File: src/rtl/wb_port_arbiter.sv
// wb_port_arbiter
//
// Shares the single register-file write port between pipeline writeback and
// the multiply/divide unit (MDU). Pipeline writes win the port. MDU results
// wait in a small in-order FIFO and drain into free write slots. A full FIFO
// stalls the pipeline to force a drain. A pipeline write that overtakes a
// queued MDU result to the same register marks that entry killed, so it pops
// without writing.
//
// Optional build macro:
//   WB_ARB_STARVE_EN - adds a head-age counter. When the head has waited
//                      MAX_WAIT cycles, the block also stalls the pipeline so
//                      that the entry drains.
//
// Parameters:
//   DEPTH     FIFO entries, power of two, 2..8
//   MAX_WAIT  starvation limit in cycles, 1..15 (WB_ARB_STARVE_EN only)
//
// Ports:
//   clk         clock, rising edge
//   rst         synchronous active-low reset
//   pipe_wen    pipeline writeback valid
//   pipe_rd     pipeline destination register
//   pipe_data   pipeline write data
//   mdu_valid   MDU result valid
//   mdu_rd      MDU destination register
//   mdu_data    MDU result
//   mdu_ready   FIFO can accept a result (not full)
//   rf_wen      register-file write enable (registered)
//   rf_rd       register-file write address (registered)
//   rf_data     register-file write data (registered)
//   stall       pipeline stall, decoded from registered state only
//   pend_count  FIFO occupancy

module wb_port_arbiter #(
  parameter int DEPTH    = 2,
  parameter int MAX_WAIT = 4
) (
  input  logic        clk,
  input  logic        rst,
  input  logic        pipe_wen,
  input  logic [4:0]  pipe_rd,
  input  logic [31:0] pipe_data,
  input  logic        mdu_valid,
  input  logic [4:0]  mdu_rd,
  input  logic [31:0] mdu_data,
  output logic        mdu_ready,
  output logic        rf_wen,
  output logic [4:0]  rf_rd,
  output logic [31:0] rf_data,
  output logic        stall,
  output logic [3:0]  pend_count
);

  localparam int PW = (DEPTH > 1) ? $clog2(DEPTH) : 1;

  logic [4:0]       fifo_rd   [DEPTH];
  logic [31:0]      fifo_data [DEPTH];
  logic [DEPTH-1:0] fifo_kill;
  logic [DEPTH-1:0] kill_next;

  logic [PW-1:0] wr_ptr;
  logic [PW-1:0] rd_ptr;
  logic [3:0]    count;

  logic        full;
  logic        empty;
  logic        starving;
  logic        push;
  logic        pop;
  logic        pipe_go;
  logic        head_kill;
  logic        wr_en;
  logic [4:0]  wr_rd;
  logic [31:0] wr_data;

  assign full       = (count == 4'(DEPTH));
  assign empty      = (count == 4'd0);
  assign mdu_ready  = !full;
  assign pend_count = count;
  assign push       = mdu_valid && !full;
  assign head_kill  = fifo_kill[rd_ptr];
  assign stall      = full || starving;

`ifdef WB_ARB_STARVE_EN
  logic [3:0] age;

  assign starving = (age == 4'(MAX_WAIT)) && !empty;

  // Age of the current head; restarts whenever a new entry becomes head.
  always_ff @(posedge clk) begin
    if (!rst) begin
      age <= 4'd0;
    end else if (pop || empty) begin
      age <= 4'd0;
    end else if (age != 4'(MAX_WAIT)) begin
      age <= age + 4'd1;
    end
  end
`else
  assign starving = 1'b0;
`endif

  // Port grant: forced drain while stalled, then pipeline, then FIFO.
  always_comb begin
    pop     = 1'b0;
    pipe_go = 1'b0;
    wr_en   = 1'b0;
    wr_rd   = fifo_rd[rd_ptr];
    wr_data = fifo_data[rd_ptr];
    if (stall) begin
      // stall implies a non-empty FIFO; pipe inputs are held upstream
      pop   = 1'b1;
      wr_en = !head_kill;
    end else if (pipe_wen && (pipe_rd != 5'd0)) begin
      pipe_go = 1'b1;
      wr_en   = 1'b1;
      wr_rd   = pipe_rd;
      wr_data = pipe_data;
      // a killed head needs no port slot, so it retires alongside
      pop     = !empty && head_kill;
    end else if (!empty) begin
      pop   = 1'b1;
      wr_en = !head_kill;
    end
  end

  // Kill bits. Free slots may pick up a stray kill here; that is harmless
  // because a push always rewrites the kill bit of the slot it fills.
  always_comb begin
    kill_next = fifo_kill;
    for (int i = 0; i < DEPTH; i++) begin
      if (pipe_go && (fifo_rd[i] == pipe_rd)) begin
        kill_next[i] = 1'b1;
      end
    end
    if (push) begin
      kill_next[wr_ptr] = (mdu_rd == 5'd0) || (pipe_go && (mdu_rd == pipe_rd));
    end
  end

  always_ff @(posedge clk) begin
    if (push) begin
      fifo_rd[wr_ptr]   <= mdu_rd;
      fifo_data[wr_ptr] <= mdu_data;
    end
  end

  always_ff @(posedge clk) begin
    if (!rst) begin
      wr_ptr    <= '0;
      rd_ptr    <= '0;
      count     <= 4'd0;
      fifo_kill <= '0;
      rf_wen    <= 1'b0;
      rf_rd     <= 5'd0;
      rf_data   <= 32'd0;
    end else begin
      if (push) begin
        wr_ptr <= wr_ptr + PW'(1);
      end
      if (pop) begin
        rd_ptr <= rd_ptr + PW'(1);
      end
      count     <= count + {3'd0, push} - {3'd0, pop};
      fifo_kill <= kill_next;
      rf_wen    <= wr_en;
      if (wr_en) begin
        rf_rd   <= wr_rd;
        rf_data <= wr_data;
      end
    end
  end

endmodule

File: config.mk
export PLATFORM = sky130hd
export DESIGN_NAME = wb_port_arbiter
export DESIGN_NICKNAME = d
export VERILOG_FILES = /design/src/rtl/wb_port_arbiter.sv
export SDC_FILE = /design/constraint.sdc
export NUM_CORES = 1
export LEC_CHECK = 0
export CORE_MARGIN = 5
export CORE_UTILIZATION = 53
export DETAILED_ROUTE_END_ITERATION = 7
export GPL_TIMING_DRIVEN = 0
export PLACE_DENSITY = 0.84
export SETUP_SLACK_MARGIN = 0.4
export SYNTH_ARGS = -nofsm -noshare
export SYNTH_HDL_FRONTEND = slang
export SYNTH_SLANG_ARGS = --single-unit
File: constraint.sdc
create_clock -name clk -period 5.6 [get_ports clk]
set_input_delay 0.56 -clock clk [delete_from_list [all_inputs] [get_ports clk]]
set_output_delay 0.56 -clock clk [all_outputs]
set_load 0.05 [all_outputs]
==> impl_metrics.yaml, run 1 <==
status:
  status: "finished clean"
synthesis:
  ys_seq_elements: 121
  ys_types: 36
  synth_edf_count: 74
  yosysTopAreaCellShare_pct: 43.6
  yosysSeqAreaShare_pct: 62.0
  syn-instance-count: 405
  synth-warning-count: 0
  synth_top_cell_by_area: "edfxtp_1"
  synth_nets: 489
  syn_area_um2: 5100
  synth_area_per_cell_um2: 12.6
  synthArstFlopShare_pct: 0
  synthTopCellsByArea: "edfxtp_1 (44%), dfxtp_1 (18%), mux2i_1 (7.5%)"
  synth-main-ff-cell: "edfxtp_1"
hold_path:
  min_to: "rf_rd[0]"
  hold_depth: 3
  hold_start: "pipe_rd[0]"
  worstHoldPathType: "in -> reg"
sta:
  period_needed_ps: 3180
  whs_ps: 485
  tightest_slew_ps: 901
  rsz0062_at_grt: "false"
  fmax_ghz: 0.315
  relSlewSlack_pct: 39.9
  fin_skew_ps: 9.26
  finalHoldViolCount: 0
  slew_violations: 0
  setup_tns_ps: 0
  setup_violations: 0
  finalCritPeriodShare_pct: 56.8
  fin_ws_ps: 2420
power_and_ir_drop:
  switching_power_uw: 1330
  p_per_area_nw_per_um2: 512
  intPower_uw: 2270
  p_sw_share_pct: 37.0
  sequentialPowerShare_pct: 33.3
  leakagePower_uw: 0.00257
  peakVddDrop_mv: 0.350
  clockPowerShare_pct: 27.2
  combPwrFrac_pct: 39.5
routing:
  drtIter0Drc: 166
  vias_per_cell: 5.51
  firstDrtPassIters: 4
  drc: 0
  ant_nets: 0
  vias: 3778
  wl_per_cell_um: 18.6
  routed_wirelength_mm: 12.8
worst_setup_path:
  ff2ff_setup_slack_ps: 2570
  critPathCaptureType: "flip-flop"
  ff2ff_path_depth: 11
  path_cells: "clkdlybuf4s50_1, or4_4, o211a_1, buf_6, buf_6, a21boi_1, ha_1, inv_1, ha_1, inv_1, fa_1, xnor2_1, and2_1"
  rr_endpoint: "pend_count[2]"
  required_ps: 6000
  crit_slowest_cell: "or4_4"
  slowest_delay_ps: 590
  cp-start-kind: "primary input"
  worstPathMaxFanout: 10
  crit_arrival_ps: 3580
  reg2reg_from: "rd_ptr"
  worstSetupPathType: "in -> reg"
clocking:
  cts_tree: "built"
  clkTransAtPathRegs_ps: 60
  cts_setup_buffers: 0
  cts_buffers: 17
  clkSinkCount: 121
  clk_latency_ps: 500
  cts_hold_buffers: 0
  cts_root_buf: "clkbuf_8"
  cts.htree.levels: 4
  cts_buffer_depth: 2
  ctsResizeCount: 0
placement:
  dp_hpwl_mm: 8.86
  dp_slack_ps: 1960
  io_buffers: 119
  place.gp.congestion: 0.891
floorplanning:
  start_util_pct: 54.7
  dieWidth_um: 108
  dieHeight_um: 108
  io_pins: 122
  dieArea_um2: 11700
  core_um2: 9330
  rows: 35
global_route:
  grt_pass1_vias: 3960
  grt_pass1_wl_mm: 19.9
  antenna_found_initial: 0
  grt_max_degree: 39
  grt_usage_pct: 22.5
  grt.overflow.total: 0
cells_and_area:
  nFillCells: 625
  multi_input_area_um2: 1760
  syn2layout_area_growth_pct: 37.9
  num_antenna_cells: 0
  final_cell_mix: "clkdlybuf4s50_1 (119), edfxtp_1 (74), dfxtp_1 (47), nand3_1 (41), o211ai_1 (39)"
  regArea_um2: 3160
  layout_commonest_cell: "clkdlybuf4s50_1"
  nets: 628
  drive_above_1_share_pct: 8.44
run:
  cap_violations: 0
per-layer routing:
| layer | routed length (µm) | up-vias | global-route usage (%) |
|---|---|---|---|
| met4 | 220 | 0 | 9.02 |
| met3 | 764 | 16 | 4.60 |
| met1 | 5230 | 1827 | 27.5 |
| met2 | 6540 | 138 | 39.1 |
| li1 | - | 1797 | - |
| met5 | 0 | - | 0 |
worst max-delay path: cells and delay by family:
kind	cells	cell delay (ps)
compound gates	2	400
xor+xnor	1	140
fa+ha+maj	3	780
buf+inv	5	960
simple gates	2	740
sequential cells by signal, indices dropped and copies added, names as in the netlist, named ones only:
signal	cells
fifo_data	64
fifo_kill	2
fifo_rd	10
pend_count	4
rd_ptr	1
rf_data	32
rf_rd	5
rf_wen	1
wr_ptr	1
worst max path at each step:
stage / startpoint / to / slack [ps] / cells after the start
final: pipe_rd[1] / pend_count[2] / 2420 / 13
after global routing: rd_ptr / pend_count[2] / 2310 / 11
after CTS: pipe_rd[1] / pend_count[2] / 2450 / 13
after detailed placement: pipe_rd[1] / pend_count[2] / 1960 / 13
after global placement: mdu_valid / fifo_data[0][31] / 1440 / 3
after floorplan: pend_count[2] / fifo_data[0][0] / 2040 / 6
final cells by class:
cell class                      instances  share of cell area (%)
Multi-Input combinational cell        244                    25.0
Buffer                                 32                    2.28
Sequential cell                       121                    45.0
Clock inverter                          8                    1.03
Clock buffer                           24                    6.69
Inverter                                8                   0.427
Timing Repair Buffer                  120                    17.3
Tap cell                              129                    2.29
cells in the mapped netlist, drive strengths merged, types with 2 or more instances:
library cell	n
clkbuf	17
o21a	3
o311a	2
mux2i	38
edfxtp	74
buf	15
dfxtp	47
or4	2
nand3	41
o211ai	40
nor2	2
inv	8
o211a	3
a21boi	38
a21oi	2
ha	5
and2	4
nand2	36
xor2	10
xnor2	7
power by group through the flow:
stage	Combinational (µW)	Clock, µW	Sequential (µW)
floorplan	651	0	1510
global placement	1370	0	1210
detailed placement	1420	0	1210
CTS	1430	994	1200
global route	1520	1030	1210
finish	1420	980	1200
stage by stage:
stage / instances / util (%) / area (µm²) / power (µW)
after floorplan: 405 / - / 5100 / 2160
after global placement: 653 / 69.2 / 6450 / 2580
after detailed placement: 654 / 69.6 / 6490 / 2630
after CTS: 686 / 75.4 / 7030 / 3620
after global routing: 686 / 75.4 / 7030 / 3770
final: 686 / 75.4 / 7030 / 3600
cell families (layout without fill, tap and decap cells):
group,Yosys count,after routing,share of synthesized area (%)
AO/OA/AOI/OAI,92,92,13.8
multiplexers,38,38,7.45
flip-flops,121,121,62.0
XOR/XNOR,17,17,2.92
adder cells (fa/ha/maj),6,6,1.62
AND/OR/NAND/NOR,91,91,8.46
buffers and inverters,40,192,3.73
No activity file was read; power rests on OpenSTA's default activity.
==> run 2, diff against run 1 <==
Settings changed: CORE_UTILIZATION 53 to 50, PLACE_DENSITY 0.84 to 0.8.
Clock period 5.6 ns to 3.27 ns, I/O delays scaled along.
==> run 2 against run 1 <==
Net effect:
- routed wire length is 4.1% higher
- first-iteration DRC count is 32% higher
- worst setup slack worse by 1800 ps
- largest cell class unchanged
- global-route usage is 0.41 points lower
- combinational power is 77% higher
- final area is 3.0% higher
- sequential share of layout area is 1.2 points lower
- worst hold slack worse by 260 ps
- via count is 3.5% higher
- highest routed layer unchanged
- count of clock-buffer cells in the layout is 5 lower
- core utilization is 2.0 points lower
- critical path depth stayed put
- critical path type is now reg -> reg
==> impl_metrics.yaml, run 2 (same netlist as run 1, synthesis figures left out) <==
status:
  status: "finished clean"
placement:
  io_buffers: 119
  place.gp.congestion: 0.857
  dp_slack_ps: -145
  dp_hpwl_mm: 9.02
  dp.cells: 659
sta:
  relSlewSlack_pct: 62.8
  setup_violations: 0
  finalCritPeriodShare_pct: 82.3
  rsz0062_at_grt: "false"
  fin_ws_ps: 578
  slew_violations: 0
  tightest_slew_ps: 553
  finalHoldViolCount: 0
  period_needed_ps: 2690
  fin_skew_ps: 17.0
  fmax_ghz: 0.371
cells_and_area:
  num_antenna_cells: 0
  fin_cells: 695
  nets: 633
  top_register: "fifo_data"
  reg_top3: "fifo_data x64, rf_data x32, fifo_rd x10"
  largest_reg_flops: 64
  regArea_um2: 3170
  multi_input_area_um2: 1780
  nFillCells: 663
  drive_above_1_share_pct: 11.7
  layout_commonest_cell: "clkdlybuf4s50_1"
  final_cell_mix: "clkdlybuf4s50_1 (115), edfxtp_1 (74), dfxtp_1 (44), nand3_1 (41), o211ai_1 (39)"
  syn2layout_area_growth_pct: 42.0
routing:
  vias: 3909
  drtIter0Drc: 219
  vias_per_cell: 5.62
  ant_nets: 0
  routed_wirelength_mm: 13.3
  firstDrtPassIters: 7
  drc: 0
  wl_per_cell_um: 19.1
hold_path:
  hold_depth: 3
  min_to: "rf_rd[3]"
  hold_start: "pipe_rd[3]"
  worstHoldPathType: "in -> reg"
worst_setup_path:
  rr_endpoint: "pend_count[2]"
  reg2reg_from: "pend_count[2]"
  critPathCaptureType: "flip-flop"
  crit_arrival_ps: 3080
  worstPathMaxFanout: 10
  cp-start-kind: "flip-flop"
  ff2ff_setup_slack_ps: 580
  worstSetupPathType: "reg -> reg"
  required_ps: 3660
  ff2ff_path_depth: 13
floorplanning:
  core_um2: 9860
  dieHeight_um: 111
  rows: 36
  io_pins: 122
  dieWidth_um: 111
  dieArea_um2: 12300
  start_util_pct: 51.7
clocking:
  cts.htree.levels: 4
  cts_buffers: 17
  clk_latency_ps: 510
  clkSinkCount: 121
  cts_root_buf: "clkbuf_8"
  clkTransAtPathRegs_ps: 60
  cts_tree: "built"
  cts_hold_buffers: 0
  cts_buffer_depth: 2
global_route:
  grt_max_degree: 28
  grt_pass1_wl_mm: 21.7
  antenna_found_initial: 0
  grt_usage_pct: 22.1
  grt.overflow.total: 0
  grt_pass1_vias: 4269
run:
  cap_violations: 0
power_and_ir_drop:
  p_per_area_nw_per_um2: 916
  leakagePower_uw: 0.00268
  peakVddDrop_mv: 0.587
  power.total_uw: 6640
run 2: layer usage:
layer / wire length, µm / global-route usage [%]
met5: 0 / 0
met4: 238 / 7.38
met3: 979 / 6.44
met2: 6850 / 38.2
met1: 5200 / 26.6
run 2: per-stage QoR:
stage | setup TNS (ps) | hold WS, ps | util (%) | area, µm²
2_1_floorplan | 0 | 426 | - | 5110
3_3_place_gp | -181 | 549 | 65.6 | 6470
3_5_place_dp | -221 | 567 | 66.1 | 6520
4_1_cts | 0 | 207 | 72.8 | 7180
5_1_grt | 0 | 210 | 73.5 | 7250
6_report | 0 | 223 | 73.5 | 7250
run 2: final cells by class:
cell class / instances / share of cell area, %
sequential: 121 / 43.7
multi-input combinational: 244 / 24.5
timing repair buffer: 125 / 17.4
clock buffer: 19 / 6.11
clock inverter: 13 / 2.97
buffer: 32 / 2.50
tap: 133 / 2.30
inverter: 8 / 0.414
run 2: where the power goes:
group	total, µW	switching, µW	internal (µW)
Combinational	2520	1560	961
Clock	2060	687	1370
Sequential	2060	142	1920
run 2: worst max path at each step:
stage                        from             to  slack (ps)  cells past startpoint
detailed placement     pipe_rd[2]  pend_count[2]        -140                     13
CTS                    pipe_rd[3]  pend_count[2]         420                     13
finish              pend_count[2]  pend_count[2]         580                     13
global route        pend_count[2]  pend_count[3]         410                     15
global placement       pipe_rd[2]  pend_count[2]        -110                     13
floorplan           pend_count[0]  pend_count[2]         430                     13
run 2: timing repair:
action | in CTS | in global routing
setup buffers | 0 | 4
endpoints found under the setup margin | 3 | 2
endpoints found under the hold margin | 0 | 0
gates resized for setup | 5 | 17
run 2: critical path: stages, from the launching register on:
cell      delay, ps
dfxtp_4         340
inv_1            70
ha_2            180
or3b_4          380
buf_4           160
buf_4           170
a21boi_1        140
ha_1            260
inv_1            60
ha_1            150
inv_1            60
fa_2            340
xnor2_1         120
and2_1          150
==> run 3, diff against run 2 <==
Clock period 3.27 ns to 2.7 ns, I/O delays scaled along.
==> run 3 against run 2 <==
Net effect:
- combinational power increased by 28%
- final area increased by 0.26%
- clock skew decreased by 8.8 ps
- die area unchanged
- maximum frequency increased by 6.4%
- total power increased by 19%
- global-route usage decreased by 0.75 points
- sequential cell count unchanged
- worst setup slack got worse by 410 ps
- via count decreased by 0.69%
- sequential share of layout area decreased by 0.061 points
- core utilization increased by 0.19 points
==> impl_metrics.yaml, run 3 (same netlist as run 1, synthesis figures left out) <==
clocking:
  cts_buffer_depth: 2
  cts.htree.levels: 4
  clkSinkCount: 121
  clkTransAtPathRegs_ps: 60
  cts_hold_buffers: 0
  clk_latency_ps: 520
  cts_buffers: 17
  cts_root_buf: "clkbuf_8"
  cts_tree: "built"
placement:
  place.gp.congestion: 0.873
  dp.cells: 657
  dp_slack_ps: -582
  io_buffers: 119
  dp_hpwl_mm: 8.75
worst_setup_path:
  worstSetupPathType: "reg -> reg"
  crit_slowest_cell: "or3b_4"
  critPathCaptureType: "flip-flop"
  worstPathMaxFanout: 2
  cp-start-kind: "flip-flop"
  path_cells: "inv_2, ha_4, or3b_4, buf_8, clkbuf_16, a21boi_4, ha_4, inv_4, ha_4, inv_2, fa_2, xnor2_2, and2_1"
  path_delay_family: "adder cells"
  crit_top_cell: "ha_4"
  path_buf_inv: 5
  crit_arrival_ps: 2930
  required_ps: 3110
  cp.depth: 13
  ff2ff_path_depth: 13
  slowest_delay_ps: 380
routing:
  drtIter0Drc: 180
  vias_per_cell: 5.54
  wl_per_cell_um: 18.7
  vias: 3882
  drc: 0
  firstDrtPassIters: 5
  routed_wirelength_mm: 13.1
  ant_nets: 0
power_and_ir_drop:
  p_per_area_nw_per_um2: 1090
  leakagePower_uw: 0.00268
  switching_power_uw: 2950
  sequentialPowerShare_pct: 31.7
  p_sw_share_pct: 37.4
  intPower_uw: 4950
  clockPowerShare_pct: 27.6
  peakVddDrop_mv: 0.668
  combPwrFrac_pct: 40.7
sta:
  period_needed_ps: 2530
  tightest_slew_ps: 982
  slew_violations: 0
  relSlewSlack_pct: 34.6
  setup_violations: 0
  finalCritPeriodShare_pct: 93.7
  rsz0062_at_grt: "true"
  fin_skew_ps: 8.23
  fmax_ghz: 0.395
  finalHoldViolCount: 0
  fin_ws_ps: 171
global_route:
  grt_usage_pct: 21.4
  grt_pass1_wl_mm: 20.8
  antenna_found_initial: 0
  grt.overflow.total: 0
  grt_pass1_vias: 4124
  grt_max_degree: 39
cells_and_area:
  syn2layout_area_growth_pct: 42.4
  final_util_pct: 73.6
  reg_top3: "fifo_data x64, rf_data x32, fifo_rd x10"
  layout_commonest_cell: "clkdlybuf4s50_1"
  fin_cells: 701
  final_cell_mix: "clkdlybuf4s50_1 (113), edfxtp_1 (74), dfxtp_1 (43), nand3_1 (41), o211ai_1 (39)"
  largest_reg_flops: 64
  nFillCells: 629
  num_antenna_cells: 0
  nets: 639
  regArea_um2: 3170
  multi_input_area_um2: 1830
  top_register: "fifo_data"
  drive_above_1_share_pct: 14.6
floorplanning:
  core_um2: 9860
  io_pins: 122
  rows: 36
  dieHeight_um: 111
  dieArea_um2: 12300
  start_util_pct: 51.7
  dieWidth_um: 111
status:
  status: "finished clean"
hold_path:
  worstHoldPathType: "in -> reg"
  hold_depth: 3
run:
  cap_violations: 0
==> run 3: changes by cell type in the layout (fill, tap and decap cells not counted), moves of 3 or more <==
cell,delta
ha_4,+3
dlygate4sd2_1,+4
bufinv_16,-3
clkbuf_1,-3
inv_1,-4
buf_4,+6
==> run 3: power groups by stage <==
stage          registers [µW]  clock network, µW  logic [µW]
2_1_floorplan            3150                  0        1410
6_report                 2510               2180        3220
4_1_cts                  2510               2200        3140
5_1_grt                  2540               2280        3440
3_3_place_gp             2520                  0        2890
3_5_place_dp             2530                  0        2970
==> run 3: timing repair <==
action	in CTS	in global routing
setup endpoints to repair	43	24
gates resized for setup	22	9
gates cloned	1	0
setup buffers	7	4
pin swaps	5	6
==> run 3: final cells by class <==
type                            count  share of cell area [%]
Buffer                             32                    2.89
Timing Repair Buffer              130                    17.4
Multi-Input combinational cell    245                    25.2
Sequential cell                   121                    43.7
Inverter                            8                   0.482
Clock inverter                     15                    2.27
Clock buffer                       17                    5.70
Tap cell                          133                    2.29
==> run 3: layer usage <==
metal / global-route usage [%] / part of all wire (%) / wire length [µm]
met1: 26.2 / 41 / 5350
met2: 36.5 / 50 / 6580
met3: 5.62 / 7.5 / 976
met4: 7.70 / 1.3 / 176
met5: 0 / 0 / 0
==> run 3: tightest hold or removal path: cells and delay by family <==
family          cells  cell delay, ps
simple gates        1             130
buf+inv             1             200
compound gates      1              60
==> run 3: worst paths after layout <==
| path | slack (ps) | end | from |
|---|---|---|---|
| hold / removal | 190 | rf_rd[0] | pipe_rd[0] |
| setup reg to reg | 170 | pend_count[2] | pend_count[3] |
| hold reg to reg | 580 | rf_data[28] | rf_data[28] |
| setup / recovery | 170 | pend_count[2] | pend_count[3] |
==> run 3: per-stage QoR <==
stage | cell area (µm²) | power [µW] | hold WS (ps) | TNS (ps)
floorplan | 5160 | 4550 | 369 | 0
detailed placement | 6520 | 5500 | 569 | -1770
global placement | 6520 | 5420 | 548 | -1620
finish | 7260 | 7910 | 192 | 0
global route | 7260 | 8260 | 214 | 0
CTS | 7220 | 7850 | 165 | 0
